## src/rtl/a2d_pkg.sv

```systemverilog
// Shared A2D definitions: channel type, channel map and SPI frame length.
// Also used by the A2D interface inside Segway, so the channel map lives here only.
package a2d_pkg;

  typedef logic [2:0] a2d_chan_t;

  localparam a2d_chan_t CH_LD_LFT  = 3'd0;
  localparam a2d_chan_t CH_LD_RGHT = 3'd4;
  localparam a2d_chan_t CH_STEER   = 3'd5;
  localparam a2d_chan_t CH_BATT    = 3'd6;

  localparam int A2D_FRAME_BITS = 16;
  localparam int A2D_DATA_BITS  = 12;

endpackage

```

## src/rtl/spi_edge_sync.sv

```systemverilog
// Three-flop synchroniser for an asynchronous SPI pin, with one-clk rise/fall
// pulses taken from the last two stages.
module spi_edge_sync #(
  parameter logic RESET_VAL = 1'b1
) (
  input  logic clk,
  input  logic rst_n,
  input  logic i_async,
  output logic o_sync,
  output logic o_rise,
  output logic o_fall
);

  logic [2:0] r_sync;

  always_ff @(posedge clk or negedge rst_n) begin
    if (!rst_n) begin
      r_sync <= {3{RESET_VAL}};
    end else begin
      r_sync <= {r_sync[1:0], i_async};
    end
  end

  assign o_sync = r_sync[2];
  assign o_rise = r_sync[1] & ~r_sync[2];
  assign o_fall = ~r_sync[1] & r_sync[2];

endmodule

```

## src/rtl/adc128s_fc.sv

```systemverilog
// Behavioural ADC128S-style SPI A2D: each frame returns the channel chosen by
// the previous complete frame, and selects the channel for the next one.
module adc128s_fc
  import a2d_pkg::*;
#(
  parameter int FRAME_BITS = A2D_FRAME_BITS
) (
  input  logic        clk,
  input  logic        rst_n,
  input  logic        SS_n,
  input  logic        SCLK,
  input  logic        MOSI,
  output logic        MISO,
  input  logic [11:0] ld_cell_lft,
  input  logic [11:0] ld_cell_rght,
  input  logic [11:0] steerPot,
  input  logic [11:0] batt
);

  localparam int CNT_W = $clog2(FRAME_BITS + 1);
  localparam logic [CNT_W-1:0] FULL_CNT = CNT_W'(FRAME_BITS);

  logic w_ss_sync, w_ss_rise, w_ss_fall;
  logic w_sclk_sync, w_sclk_rise, w_sclk_fall;
  logic w_mosi_sync;
  logic [A2D_DATA_BITS-1:0] w_sel_value;
  logic w_unused_cmd;

  logic [1:0]       r_mosi_sync;
  logic [15:0]      r_tx_shift;
  logic [15:0]      r_rx_shift;
  logic [CNT_W-1:0] r_bit_cnt;
  a2d_chan_t        r_chan_ptr;

  spi_edge_sync #(.RESET_VAL(1'b1)) u_ss_sync (
    .clk     (clk),
    .rst_n   (rst_n),
    .i_async (SS_n),
    .o_sync  (w_ss_sync),
    .o_rise  (w_ss_rise),
    .o_fall  (w_ss_fall)
  );

  spi_edge_sync #(.RESET_VAL(1'b1)) u_sclk_sync (
    .clk     (clk),
    .rst_n   (rst_n),
    .i_async (SCLK),
    .o_sync  (w_sclk_sync),
    .o_rise  (w_sclk_rise),
    .o_fall  (w_sclk_fall)
  );

  always_ff @(posedge clk or negedge rst_n) begin
    if (!rst_n) begin
      r_mosi_sync <= 2'b00;
    end else begin
      r_mosi_sync <= {r_mosi_sync[0], MOSI};
    end
  end

  assign w_mosi_sync = r_mosi_sync[1];

  always_comb begin
    w_sel_value = '0;
    case (r_chan_ptr)
      CH_LD_LFT:  w_sel_value = ld_cell_lft;
      CH_LD_RGHT: w_sel_value = ld_cell_rght;
      CH_STEER:   w_sel_value = steerPot;
      CH_BATT:    w_sel_value = batt;
      default:    w_sel_value = '0;
    endcase
  end

  // The selected value is frozen at frame start; later input changes wait for the next frame.
  always_ff @(posedge clk or negedge rst_n) begin
    if (!rst_n) begin
      r_tx_shift <= '0;
      r_rx_shift <= '0;
      r_bit_cnt  <= '0;
    end else if (w_ss_fall) begin
      r_tx_shift <= {4'b0000, w_sel_value};
      r_bit_cnt  <= '0;
    end else if (!w_ss_sync) begin
      if (w_sclk_rise) begin
        r_rx_shift <= {r_rx_shift[14:0], w_mosi_sync};
        if (r_bit_cnt != FULL_CNT) begin
          r_bit_cnt <= r_bit_cnt + 1'b1;
        end
      end
      if (w_sclk_fall) begin
        r_tx_shift <= {r_tx_shift[14:0], 1'b0};
      end
    end
  end

  // Only a frame that saw every SCLK rise may change the channel pointer.
  always_ff @(posedge clk or negedge rst_n) begin
    if (!rst_n) begin
      r_chan_ptr <= CH_LD_LFT;
    end else if (w_ss_rise && (r_bit_cnt == FULL_CNT)) begin
      r_chan_ptr <= r_rx_shift[13:11];
    end
  end

  assign MISO = r_tx_shift[15];

  assign w_unused_cmd = ^{r_rx_shift[15:14], r_rx_shift[10:0], w_sclk_sync};

endmodule

```

## config.mk

```make
export PLATFORM = sky130hd
export DESIGN_NAME = adc128s_fc
export DESIGN_NICKNAME = d
export VERILOG_FILES = /design/src/rtl/a2d_pkg.sv /design/src/rtl/spi_edge_sync.sv /design/src/rtl/adc128s_fc.sv
export SDC_FILE = /design/constraint.sdc
export NUM_CORES = 1
export LEC_CHECK = 0
export BUFFER_PORTS_ARGS = -buffer_cell sky130_fd_sc_hd__buf_2
export CAP_MARGIN = 0
export CORE_UTILIZATION = 45
export DETAILED_ROUTE_END_ITERATION = 7
export GPL_TIMING_DRIVEN = 0
export HOLD_SLACK_MARGIN = 0.15
export PLACE_DENSITY = 0.68
export SLEW_MARGIN = 15
export SYNTH_ARGS = -nofsm -noshare
export SYNTH_HDL_FRONTEND = slang
export SYNTH_SLANG_ARGS = --single-unit
```

## constraint.sdc

```tcl
create_clock -name clk -period 2.08 [get_ports clk]
set_input_delay 0.208 -clock clk [delete_from_list [all_inputs] [get_ports clk]]
set_output_delay 0.208 -clock clk [all_outputs]
set_load 0.05 [all_outputs]
```

==> results_tabular.tex, run 1 <==
\begin{tabular}{lr}
\hline
Metric & Value \\
\hline
\multicolumn{2}{l}{\textbf{Run status}} \\
\quad Status & completed \\
\multicolumn{2}{l}{\textbf{Drt}} \\
\quad Post-detailed-route DRC marker count & 0 \\
\quad Average wire per standard cell & 14.1 um \\
\quad Number of detailed-route iterations in the first pass & 4 \\
\quad Final routed wirelength across all metal layers & 4.79 mm \\
\quad Via-per-instance ratio & 5.28 \\
\quad Iteration-0 DRC count of the detailed router & 100 \\
\quad Vias post-DR & 1,796 \\
\quad Detail Route Antenna Nets & 0 \\
\multicolumn{2}{l}{\textbf{Global route}} \\
\quad Number of global-route vias before repair & 1,689 \\
\quad Total track usage & 18.5\% \\
\quad Initial antenna violation count & 0 \\
\quad Overflow left after global routing & 0 \\
\quad Global-route wire length before repair & 7.65 mm \\
\quad Maximum number of pins on one net before global-route repair & 47 \\
\multicolumn{2}{l}{\textbf{Timing}} \\
\quad Setup-failing EPs final & 0 \\
\quad Final count of hold timing violations & 0 \\
\quad Setup skew after layout & around 0.011 ns \\
\quad Final worst path period need & 1.77 ns \\
\quad Fin crit share & 84.9\% \\
\quad Final Worst Setup Slack & roughly 0.31 ns \\
\quad Achievable frequency & 0.566 GHz \\
\quad Post-Route Setup TNS & 0 ns \\
\quad Setup repair after global routing missed its margin & no \\
\quad Final max-slew violation count & 0 \\
\quad Headroom to the max-slew limit & 33.5\% \\
\quad Worst-margin pin slew & approximately 1.0 ns \\
\multicolumn{2}{l}{\textbf{Cells and area}} \\
\quad Number of fill cells in the layout & 469 \\
\quad Fraction of final layout cells sized beyond drive strength 1 & 35.9\% \\
\quad Post-route standard cell area excluding fillers & 2840 um2 \\
\quad Highest-count cells in the layout ignoring fill and taps & buf\_2 (62), dfrtp\_1 (40), mux2i\_1 (28), mux2\_2 (17), nor2\_1 (15) \\
\quad Sequential cell area & 1160 um2 \\
\quad Combined area of the multi-input logic cells & about 1100 um2 \\
\quad Commonest non-fill, non-tap cell in the layout & buf\_2 \\
\quad ANT cells & 0 \\
\quad Number of nets in the finished design & 325 \\
\quad Final non-filler cell total & 340 \\
\quad Area Overhead vs Synth & 19.9\% \\
\multicolumn{2}{l}{\textbf{Min path}} \\
\quad Tightest Hold Check Type & reg2reg \\
\multicolumn{2}{l}{\textbf{Synth}} \\
\quad Netlist cell types & 33 \\
\quad Post-synthesis instance area & 2360 um2 \\
\quad Register bit count reported by yosys & 46 \\
\quad Average footprint of a synthesized cell & 11.5 um2 \\
\quad Area contributors post-synth & dfrtp\_1 (42\%), mux2i\_1 (12\%), mux2\_2 (8.1\%) \\
\quad Yosys top cell area share & 42.3\% \\
\quad Net count after synthesis & 261 \\
\quad Number of instances in the synthesized netlist & around 210 \\
\quad Area leader, netlist & dfrtp\_1 \\
\quad Seq/Total Area, Yosys & 49.0\% \\
\quad Yosys warns & 0 \\
\multicolumn{2}{l}{\textbf{Die}} \\
\quad Row Count & 26 \\
\quad Starting density of the core & 46.6\% \\
\quad Die area & 5550 um2 \\
\quad I/O Pins & 54 \\
\quad Die height & 74.5 um \\
\quad Die Width & around 74 um \\
\quad Core area & 5070 um2 \\
\multicolumn{2}{l}{\textbf{Critical path}} \\
\quad End point of the critical path & r\_tx\_shift[7] \\
\quad Sort of element at the end of the critical path & register \\
\quad Crit Path Category & reg2reg \\
\quad Slack of the worst reg-to-reg path & 0.31 ns \\
\quad Required time at the endpoint of the critical path & $\sim$2.3 ns \\
\quad Startpoint of the worst setup timing path & u\_sclk\_sync.r\_sync[2] \\
\quad Beginning of the worst register-to-register path & u\_sclk\_sync.r\_sync[2] \\
\quad Launching element type of the critical path & register \\
\quad R2R cell count & 6 \\
\quad FF-to-FF End & r\_tx\_shift[7] \\
\quad Largest fanout on the critical path & 10 \\
\quad Arrival time of the worst setup path & 1.96 ns \\
\multicolumn{2}{l}{\textbf{Clock tree}} \\
\quad CTS Buf Count & 5 \\
\quad H-tree levels & 2 \\
\quad Clock transition at the register clock pins on the worst setup and hold paths after CTS & 0.09 ns \\
\quad TritonCTS clock tree & done \\
\quad Post-CTS resize count & 0 \\
\quad Cell at the root of the clock tree & clkbuf\_8 \\
\quad Later-pin clock latency in the skew report & 0.30 ns \\
\quad Post-cts hold buffer count & 4 \\
\quad Buffers inserted during post-CTS setup optimization & 0 \\
\quad Bufs on Longest Clock Path & 2 \\
\quad TritonCTS Sinks & 46 \\
\multicolumn{2}{l}{\textbf{Placed design}} \\
\quad Input/output buffers & 53 \\
\quad Pre-CTS worst setup slack & between 0.3 and 0.4 ns \\
\quad Area post-placement & approximately 2700 um2 \\
\quad HPWL after detailed placement & 3.34 mm \\
\quad Placed cell count & 329 \\
\quad Final weighted congestion of routability-driven global placement & $\sim$0.76 \\
\multicolumn{2}{l}{\textbf{Pwr}} \\
\quad Worst ir drop on vdd & 617 uV \\
\quad Leakage power figure & 1.28 nW \\
\quad Power Density & 685 nW/um2 \\
\multicolumn{2}{l}{\textbf{Flow run}} \\
\quad Max-cap violations & 0 \\
\hline
\end{tabular}
-- cell families (layout without fill, tap and decap cells) --
group | count (synthesis) | in the layout | synth area share (%)
buffers and inverters | 21 | 85 | 4.44
AND/OR/NAND/NOR | 47 | 47 | 11.7
flip-flops | 46 | 46 | 49.0
XOR/XNOR | 2 | 2 | 0.741
AO/OA/AOI/OAI | 42 | 42 | 12.7
adder cells (fa/ha/maj) | 3 | 3 | 1.48
multiplexers | 45 | 45 | 19.9
-- cell type report --
cell class	instances	area share [%]
plain buffers	18	3.31
clock inverters	2	0.353
repair buffers	57	10.8
multi-input cells	139	38.8
clock buffers	5	2.43
inverters	3	0.397
flip-flops and latches	46	40.8
well taps	70	3.09
-- how the worst min path moves through the flow --
| stage | slack, ns | start | cells after the start | end |
|---|---|---|---|---|
| 2_1_floorplan | -0.09 | rst_n | 0 | r_bit_cnt[0] |
| 3_5_place_dp | 0.31 | SCLK | 1 | u_sclk_sync.r_sync[0] |
| 4_1_cts | 0.35 | ld_cell_rght[3] | 4 | r_tx_shift[3] |
| 5_1_grt | 0.36 | u_ss_sync.r_sync[0] | 0 | u_ss_sync.r_sync[1] |
| 3_3_place_gp | 0.31 | SCLK | 1 | u_sclk_sync.r_sync[0] |
| 6_report | 0.35 | r_mosi_sync[0] | 0 | r_mosi_sync[1] |
-- state kept, by name, summed over array words and instances (netlist names) --
name	count
u_sclk_sync.r_sync	3
r_tx_shift	16
r_bit_cnt	5
r_mosi_sync	2
r_rx_shift	14
u_ss_sync.r_sync	3
r_chan_ptr	3
-- report_power, final --
group | total (mW) | switching [mW] | internal [mW]
Sequential | 1.10 | 0.0770 | 1.03
Combinational | 0.318 | 0.128 | 0.191
Clock | 0.520 | 0.294 | 0.226
-- synth_stat cells --
cell and number:
buf_4 2, ha_1 2, nand2_2 1, nand2b_1 3, nor3b_1 12, xor2_1 1, a21oi_1 1, dfrtp_1 40
buf_2 9, mux2_2 17, a31oi_1 12, buf_6 1, clkbuf_1 6, xnor2_1 1, a32o_1 1, nand3b_1 1
nand4_1 2, nor3b_4 1, o22ai_1 12, or3_1 1, nor2b_1 2, mux2i_1 28, dfstp_2 6, and2_1 1
nor2_1 15, inv_1 3, a221o_1 11, nand3_1 1, and2b_1 1, nand2_1 5, nor4bb_1 1, maj3_1 1
o21ai_0 5
-- per-layer routing --
metal / global-route usage (%) / vias up / routed length [um]
met1: 24.0 / 853 / 2190
li1: - / 890 / -
met4: 6.29 / 0 / 68
met3: 4.74 / 9 / 219
met5: 0 / - / 0
met2: 30.0 / 44 / 2300
-- critical path, cell delays in order (launching register included) --
cell and delay (ns):
dfstp_2 0.55, nor2b_1 0.12, buf_2 0.22, buf_4 0.25
mux2i_1 0.20, nor2_1 0.05, a221o_1 0.27
-- per-stage QoR --
step                      power [mW]  hold slack (ns)  util, %
after detailed placement        1.44            0.314     53.6
after floorplan                 1.32          -0.0876        -
final                           1.94            0.355     55.9
after global placement          1.42            0.313     53.6
after CTS                       1.97            0.354     55.9
after global routing            2.06            0.359     55.9
No activity file was read; power rests on OpenSTA's default activity.
==> run 2, diff against run 1 <==
==> constraint.sdc (replaced) <==
create_clock -name clk -period 1.8 [get_ports clk]
set_input_delay 0.18 -clock clk [delete_from_list [all_inputs] [get_ports clk]]
set_output_delay 0.18 -clock clk [all_outputs]
set_load 0.05 [all_outputs]
==> run 2 against run 1 <==
Net effect:
- die area unchanged
- first-iteration DRC count down 2.0%
- power is 16% higher
- wire length up 0.92%
- via count rose by 0.17%
- sequential share of layout area fell by 0.22 points
- cell area is 0.53% higher
- critical path depth is the same
- non-clock buffer count is the same
- sequential cell count is the same
- largest cell class unchanged
- largest power group unchanged
==> results_tabular.tex, run 2 (synthesis results as in run 1) <==
\begin{tabular}{lr}
\hline
Metric & Value \\
\hline
\multicolumn{2}{l}{\textbf{Run status}} \\
\quad Status & completed \\
\multicolumn{2}{l}{\textbf{Pwr}} \\
\quad Leakage power figure & 1.28 nW (+0.15\%) \\
\quad Worst ir drop on vdd & 715 uV (+16\%) \\
\quad Power Density & 787 nW/um2 (+15\%) \\
\multicolumn{2}{l}{\textbf{Min path}} \\
\quad Hold worst-path end & r\_tx\_shift[3] \\
\quad Worst Hold Path Cells & 4 (+4) \\
\quad Tightest Hold Check Type & in2reg \\
\quad Beginning of the worst hold path & ld\_cell\_rght[3] \\
\multicolumn{2}{l}{\textbf{Die}} \\
\quad Die Width & 74.5 um (unchanged) \\
\quad Starting density of the core & 46.6\% (unchanged) \\
\quad Die height & 74.5 um (unchanged) \\
\quad Core area & 5070 um2 (unchanged) \\
\quad Die area & 5550 um2 (unchanged) \\
\quad I/O Pins & 54 (unchanged) \\
\quad Row Count & 26 (unchanged) \\
\multicolumn{2}{l}{\textbf{Cells and area}} \\
\quad Commonest non-fill, non-tap cell in the layout & buf\_2 \\
\quad Highest-count cells in the layout ignoring fill and taps & buf\_2 (60), dfrtp\_1 (40), mux2i\_1 (28), mux2\_2 (17), nor2\_1 (15) \\
\quad Final non-filler cell total & 340 (unchanged) \\
\quad Number of flip-flops under the largest register name & 16 (unchanged) \\
\quad Number of fill cells in the layout & 463 (-1.3\%) \\
\quad ANT cells & 0 (unchanged) \\
\quad Number of nets in the finished design & 325 (unchanged) \\
\quad Utilization after layout & 56.2\% (+0.30 points) \\
\quad Post-route standard cell area excluding fillers & 2850 um2 (+0.53\%) \\
\quad Largest register by flop count & r\_tx\_shift \\
\quad Area Overhead vs Synth & 20.6\% \\
\quad Top flop regs & r\_tx\_shift (16), r\_rx\_shift (14), r\_bit\_cnt (5) \\
\quad Fraction of final layout cells sized beyond drive strength 1 & 36.3\% (+0.37 points) \\
\multicolumn{2}{l}{\textbf{Critical path}} \\
\quad Required time at the endpoint of the critical path & 1.99 ns (-0.28 ns) \\
\quad R2R cell count & 6 (unchanged) \\
\quad Slack of the worst reg-to-reg path & 0.1 ns (-0.22 ns) \\
\quad Largest fanout on the critical path & 10 (unchanged) \\
\quad Crit path buf inv count & 2 (unchanged) \\
\quad Sort of element at the end of the critical path & register \\
\quad Ordered list of cells on the worst path & nor2b\_1 -> buf\_4 -> buf\_6 -> mux2i\_1 -> nor2\_1 -> a221o\_1 \\
\quad Beginning of the worst register-to-register path & u\_sclk\_sync.r\_sync[2] \\
\quad Standard cell with the maximum stage delay on the critical path & dfstp\_2 \\
\quad Arrival time of the worst setup path & 1.89 ns (-0.07 ns) \\
\quad FF-to-FF End & r\_tx\_shift[7] \\
\quad Delay of the slowest critical-path stage & 0.55 ns (about the same) \\
\quad Crit-path leading delay family & flip-flops \\
\quad Launching element type of the critical path & register \\
\quad Crit Path Category & reg2reg \\
\multicolumn{2}{l}{\textbf{Clock tree}} \\
\quad Clock transition at the register clock pins on the worst setup and hold paths after CTS & 0.09 ns (about the same) \\
\quad Buffers inserted during post-CTS setup optimization & 0 (unchanged) \\
\quad H-tree levels & 2 (unchanged) \\
\quad Later-pin clock latency in the skew report & 0.30 ns (about the same) \\
\quad Bufs on Longest Clock Path & 2 (unchanged) \\
\quad TritonCTS clock tree & done \\
\quad Cell at the root of the clock tree & clkbuf\_8 \\
\quad CTS Buf Count & 5 (unchanged) \\
\quad TritonCTS Sinks & 46 (unchanged) \\
\multicolumn{2}{l}{\textbf{Global route}} \\
\quad Initial antenna violation count & 0 (unchanged) \\
\quad Overflow left after global routing & 0 (unchanged) \\
\quad Number of global-route vias before repair & 1,689 (unchanged) \\
\quad Total track usage & 18.5\% (unchanged) \\
\quad Maximum number of pins on one net before global-route repair & 47 (unchanged) \\
\quad Global-route wire length before repair & 7.65 mm (unchanged) \\
\multicolumn{2}{l}{\textbf{Timing}} \\
\quad Fin crit share & 94.7\% (+9.8 points) \\
\quad Final max-slew violation count & 0 (unchanged) \\
\quad Final worst path period need & 1.70 ns (-0.0622 ns) \\
\quad Final count of hold timing violations & 0 (unchanged) \\
\quad Post-Route Setup TNS & 0 ns (unchanged) \\
\quad Tightest hold margin & 0.347 ns (-0.00783 ns) \\
\quad Headroom to the max-slew limit & 33.8\% (+0.34 points) \\
\quad Achievable frequency & 0.587 GHz (+3.6\%) \\
\quad Setup-failing EPs final & 0 (unchanged) \\
\quad Setup skew after layout & 0.0100 ns (-0.000851 ns) \\
\quad Worst-margin pin slew & 0.993 ns (-0.00514 ns) \\
\multicolumn{2}{l}{\textbf{Drt}} \\
\quad Final routed wirelength across all metal layers & 4.83 mm (+0.92\%) \\
\quad Vias post-DR & 1,799 (+0.17\%) \\
\quad Detail Route Antenna Nets & 0 (unchanged) \\
\quad Number of detailed-route iterations in the first pass & 4 (unchanged) \\
\quad Iteration-0 DRC count of the detailed router & 98 (-2.0\%) \\
\quad Via-per-instance ratio & 5.29 (+0.17\%) \\
\quad Post-detailed-route DRC marker count & 0 (unchanged) \\
\quad Average wire per standard cell & 14.2 um (+0.92\%) \\
\multicolumn{2}{l}{\textbf{Placed design}} \\
\quad HPWL after detailed placement & 3.34 mm (unchanged) \\
\quad Final weighted congestion of routability-driven global placement & 0.757 (unchanged) \\
\quad Placed cell count & 329 (unchanged) \\
\quad Input/output buffers & 53 (unchanged) \\
\quad Area post-placement & 2720 um2 (unchanged) \\
\multicolumn{2}{l}{\textbf{Flow run}} \\
\quad Max-cap violations & 0 (unchanged) \\
\hline
\end{tabular}
==> run 2: changes by cell type in the layout (fill, tap and decap cells not counted) <==
cell | before | now
buf_2 | 62 | 60
buf_6 | 1 | 2
clkbuf_4 | 0 | 1
nor4bb_1 | 1 | 0
nor4bb_2 | 0 | 1
==> run 2: worst min-delay path, cell delays in order <==
cell,delay (ns)
buf_2,0.08
mux2i_1,0.06
o22ai_1,0.14
a221o_1,0.15
==> run 2: timing repair <==
action / CTS / global route
hold buffers: 4 / 0
endpoints found under the hold margin: 43 / 0
gates resized for setup: 0 / 5
setup endpoints to repair: 0 / 11
==> run 2: how the worst max path moves through the flow <==
stage | startpoint | to | slack (ns) | depth (start not counted)
global route | u_sclk_sync.r_sync[2] | r_tx_shift[11] | -0.003 | 6
global placement | u_sclk_sync.r_sync[2] | r_tx_shift[7] | 0.05 | 6
finish | u_sclk_sync.r_sync[2] | r_tx_shift[7] | 0.1 | 6
floorplan | u_sclk_sync.r_sync[2] | r_tx_shift[10] | 0.15 | 6
detailed placement | u_sclk_sync.r_sync[2] | r_tx_shift[9] | 0.02 | 6
CTS | u_sclk_sync.r_sync[2] | r_tx_shift[8] | 0.02 | 6
==> run 2: stage by stage <==
stage	power (mW)	setup WS, ns
after floorplan	1.52	0.146
after global placement	1.64	0.0458
after detailed placement	1.66	0.0218
after CTS	2.28	0.0214
after global routing	2.38	-0.00349
final	2.24	0.0958
==> run 2: cell type report <==
type	instances	area, um2	share of cell area (%)
Sequential cell	46	1160	40.6
Multi-Input combinational cell	139	1110	38.8
Buffer	18	103	3.60
Clock inverter	2	10.0	0.351
Inverter	3	11.3	0.395
Tap cell	70	87.6	3.07
Timing Repair Buffer	57	305	10.7
Clock buffer	5	68.8	2.41
==> run 2: report_power, final <==
part | internal [mW] | total (mW) | switching (mW)
Sequential | 1.19 | 1.28 | 0.0879
Combinational | 0.222 | 0.370 | 0.148
Clock | 0.261 | 0.600 | 0.338
==> run 2: per-layer routing <==
layer  share of wire, %  global-route usage, %
met4                1.2                   6.29
met3                4.5                   4.74
met1                 46                   24.0
met5                  0                      0
met2                 48                   30.0
==> run 3, diff against run 2 <==
--- a/config.mk
+++ b/config.mk
@@ -5,7 +5,7 @@
 export SDC_FILE = /design/constraint.sdc
 export NUM_CORES = 1
 export LEC_CHECK = 0
-export BUFFER_PORTS_ARGS = -buffer_cell sky130_fd_sc_hd__buf_2
+export BUFFER_PORTS_ARGS = -buffer_cell sky130_fd_sc_hd__buf_4
 export CAP_MARGIN = 0
 export CORE_UTILIZATION = 45
 export DETAILED_ROUTE_END_ITERATION = 7
==> run 3 against run 2 <==
Net effect:
- combinational power up 7.8%
- final cell count up 0.29%
- largest power group unchanged
- core utilization up 3.3 points
- fmax down 0.32%
==> results_tabular.tex, run 3 (synthesis results as in run 1) <==
\begin{tabular}{lr}
\hline
Metric & Value \\
\hline
\multicolumn{2}{l}{\textbf{Timing}} \\
\quad Final count of hold timing violations & 0 (unchanged) \\
\quad Setup-failing EPs final & 0 (unchanged) \\
\quad Worst-margin pin slew & 0.558 ns (-0.435 ns) \\
\quad Setup skew after layout & 0.00615 ns (-0.00389 ns) \\
\quad Post-Route Setup TNS & 0 ns (unchanged) \\
\quad Headroom to the max-slew limit & 62.8\% (+29 points) \\
\quad Fin crit share & 95.0\% (+0.31 points) \\
\quad Final max-slew violation count & 0 (unchanged) \\
\quad Setup repair after global routing missed its margin & no \\
\quad Achievable frequency & 0.585 GHz (-0.32\%) \\
\quad Final worst path period need & 1.71 ns (+0.00551 ns) \\
\multicolumn{2}{l}{\textbf{Global route}} \\
\quad Maximum number of pins on one net before global-route repair & 47 (unchanged) \\
\quad Total track usage & 17.3\% (-1.2 points) \\
\quad Global-route wire length before repair & 7.25 mm (-5.2\%) \\
\quad Number of global-route vias before repair & 1,678 (-0.65\%) \\
\quad Overflow left after global routing & 0 (unchanged) \\
\quad Initial antenna violation count & 0 (unchanged) \\
\multicolumn{2}{l}{\textbf{Placed design}} \\
\quad Input/output buffers & 53 (unchanged) \\
\quad Final weighted congestion of routability-driven global placement & 0.739 (-2.4\%) \\
\quad HPWL after detailed placement & 3.43 mm (+2.7\%) \\
\multicolumn{2}{l}{\textbf{Cells and area}} \\
\quad Area Overhead vs Synth & 27.6\% \\
\quad Highest-count cells in the layout ignoring fill and taps & buf\_4 (55), dfrtp\_1 (40), mux2i\_1 (28), mux2\_2 (17), nor2\_1 (15) \\
\quad Number of flip-flops under the largest register name & 16 (unchanged) \\
\quad Number of nets in the finished design & 325 (unchanged) \\
\quad Number of fill cells in the layout & 441 (-4.8\%) \\
\quad Fraction of final layout cells sized beyond drive strength 1 & 36.2\% (-0.13 points) \\
\quad Largest register by flop count & r\_tx\_shift \\
\quad Commonest non-fill, non-tap cell in the layout & buf\_4 \\
\quad Top flop regs & r\_tx\_shift (16), r\_rx\_shift (14), r\_bit\_cnt (5) \\
\quad ANT cells & 0 (unchanged) \\
\multicolumn{2}{l}{\textbf{Drt}} \\
\quad Detail Route Antenna Nets & 0 (unchanged) \\
\quad Post-detailed-route DRC marker count & 0 (unchanged) \\
\quad Vias post-DR & 1,795 (-0.22\%) \\
\quad Average wire per standard cell & 13.9 um (-2.2\%) \\
\quad Via-per-instance ratio & 5.26 (-0.51\%) \\
\quad Final routed wirelength across all metal layers & 4.74 mm (-1.9\%) \\
\quad Iteration-0 DRC count of the detailed router & 63 (-36\%) \\
\quad Number of detailed-route iterations in the first pass & 4 (unchanged) \\
\multicolumn{2}{l}{\textbf{Die}} \\
\quad I/O Pins & 54 (unchanged) \\
\quad Core area & 5070 um2 (unchanged) \\
\quad Die Width & 74.5 um (unchanged) \\
\quad Die height & 74.5 um (unchanged) \\
\quad Starting density of the core & 46.6\% (unchanged) \\
\quad Die area & 5550 um2 (unchanged) \\
\quad Row Count & 26 (unchanged) \\
\multicolumn{2}{l}{\textbf{Clock tree}} \\
\quad Later-pin clock latency in the skew report & 0.30 ns (about the same) \\
\quad Cell at the root of the clock tree & clkbuf\_8 \\
\quad CTS Buf Count & 5 (unchanged) \\
\quad Bufs on Longest Clock Path & 2 (unchanged) \\
\quad TritonCTS Sinks & 46 (unchanged) \\
\quad Clock transition at the register clock pins on the worst setup and hold paths after CTS & 0.09 ns (about the same) \\
\quad H-tree levels & 2 (unchanged) \\
\quad TritonCTS clock tree & done \\
\multicolumn{2}{l}{\textbf{Min path}} \\
\quad Hold worst-path end & r\_tx\_shift[2] \\
\quad Beginning of the worst hold path & ld\_cell\_rght[2] \\
\quad Tightest Hold Check Type & in2reg \\
\quad Worst Hold Path Cells & 4 (unchanged) \\
\multicolumn{2}{l}{\textbf{Critical path}} \\
\quad Slack of the worst reg-to-reg path & 0.09 ns (about the same) \\
\quad Sort of element at the end of the critical path & register \\
\quad R2R cell count & 5 (-1) \\
\quad Arrival time of the worst setup path & 1.90 ns (about the same) \\
\quad Beginning of the worst register-to-register path & r\_bit\_cnt[0] \\
\quad FF-to-FF End & r\_chan\_ptr[1] \\
\quad Launching element type of the critical path & register \\
\quad Largest fanout on the critical path & 4 (-6) \\
\quad Required time at the endpoint of the critical path & 1.99 ns (about the same) \\
\quad Crit Path Category & reg2reg \\
\multicolumn{2}{l}{\textbf{Pwr}} \\
\quad Worst ir drop on vdd & 706 uV (-1.2\%) \\
\quad Leakage power figure & 1.34 nW (+4.4\%) \\
\quad Power, Total & 2.46 mW (+9.6\%) \\
\quad Power Density & 816 nW/um2 (+3.6\%) \\
\multicolumn{2}{l}{\textbf{Flow run}} \\
\quad Max-cap violations & 0 (unchanged) \\
\multicolumn{2}{l}{\textbf{Run status}} \\
\quad Status & completed \\
\hline
\end{tabular}
-- run 3: how the worst max path moves through the flow --
stage	start	end	slack, ns
after global routing	r_chan_ptr[1]	r_tx_shift[8]	0.02
final	r_bit_cnt[0]	r_chan_ptr[1]	0.09
after floorplan	u_sclk_sync.r_sync[2]	r_tx_shift[10]	0.15
after global placement	u_sclk_sync.r_sync[2]	r_tx_shift[6]	0.05
after CTS	u_sclk_sync.r_sync[2]	r_tx_shift[6]	0.03
after detailed placement	u_sclk_sync.r_sync[2]	r_tx_shift[7]	0.03
-- run 3: worst max-delay path, cell delays in order, from the launching register on --
cell      delay [ns]
dfrtp_1         0.43
inv_1           0.07
ha_1            0.14
nor4bb_1        0.43
nand3b_1        0.22
mux2_2          0.31
-- run 3: through the flow --
| stage | cells | util, % | instance area, um2 | setup slack (ns) | hold slack (ns) |
|---|---|---|---|---|---|
| CTS | 341 | 59.3 | 3010 | 0.0255 | 0.336 |
| floorplan | 206 | - | 2360 | 0.146 | -0.116 |
| finish | 341 | 59.4 | 3020 | 0.0903 | 0.340 |
| global placement | 329 | 56.2 | 2850 | 0.0487 | 0.214 |
| detailed placement | 329 | 56.2 | 2850 | 0.0344 | 0.215 |
| global route | 341 | 59.4 | 3020 | 0.0231 | 0.361 |
-- run 3: report_power, final --
part	internal (mW)	switching (mW)	total (mW)
sequential	1.19	0.0866	1.27
clock	0.423	0.365	0.787
combinational	0.253	0.146	0.399
total	1.86	0.597	2.46
-- run 3: area by class of cell --
type / instances / area [um2] / share of cell area (%)
Clock buffer: 5 / 68.8 / 2.28
Tap cell: 70 / 87.6 / 2.90
Timing Repair Buffer: 57 / 438 / 14.5
Sequential cell: 46 / 1160 / 38.4
Multi-Input combinational cell: 139 / 1100 / 36.5
Clock inverter: 3 / 48.8 / 1.62
Inverter: 3 / 11.3 / 0.373
Buffer: 18 / 103 / 3.40
-- run 3: repair_timing --
action,CTS,global route
endpoints found under the hold margin,43,0
buffers inserted,0,0
hold buffers,4,0
gates resized for setup,0,4
endpoints found under the setup margin,0,6
-- run 3: per-layer routing --
metal | wire (um) | vias to the layer above | global-route usage (%)
li1 | - | 894 | -
met1 | 2110 | 856 | 21.7
met2 | 2280 | 40 | 29.0
met3 | 285 | 5 | 4.47
met4 | 51 | 0 | 5.87
met5 | 0 | - | 0
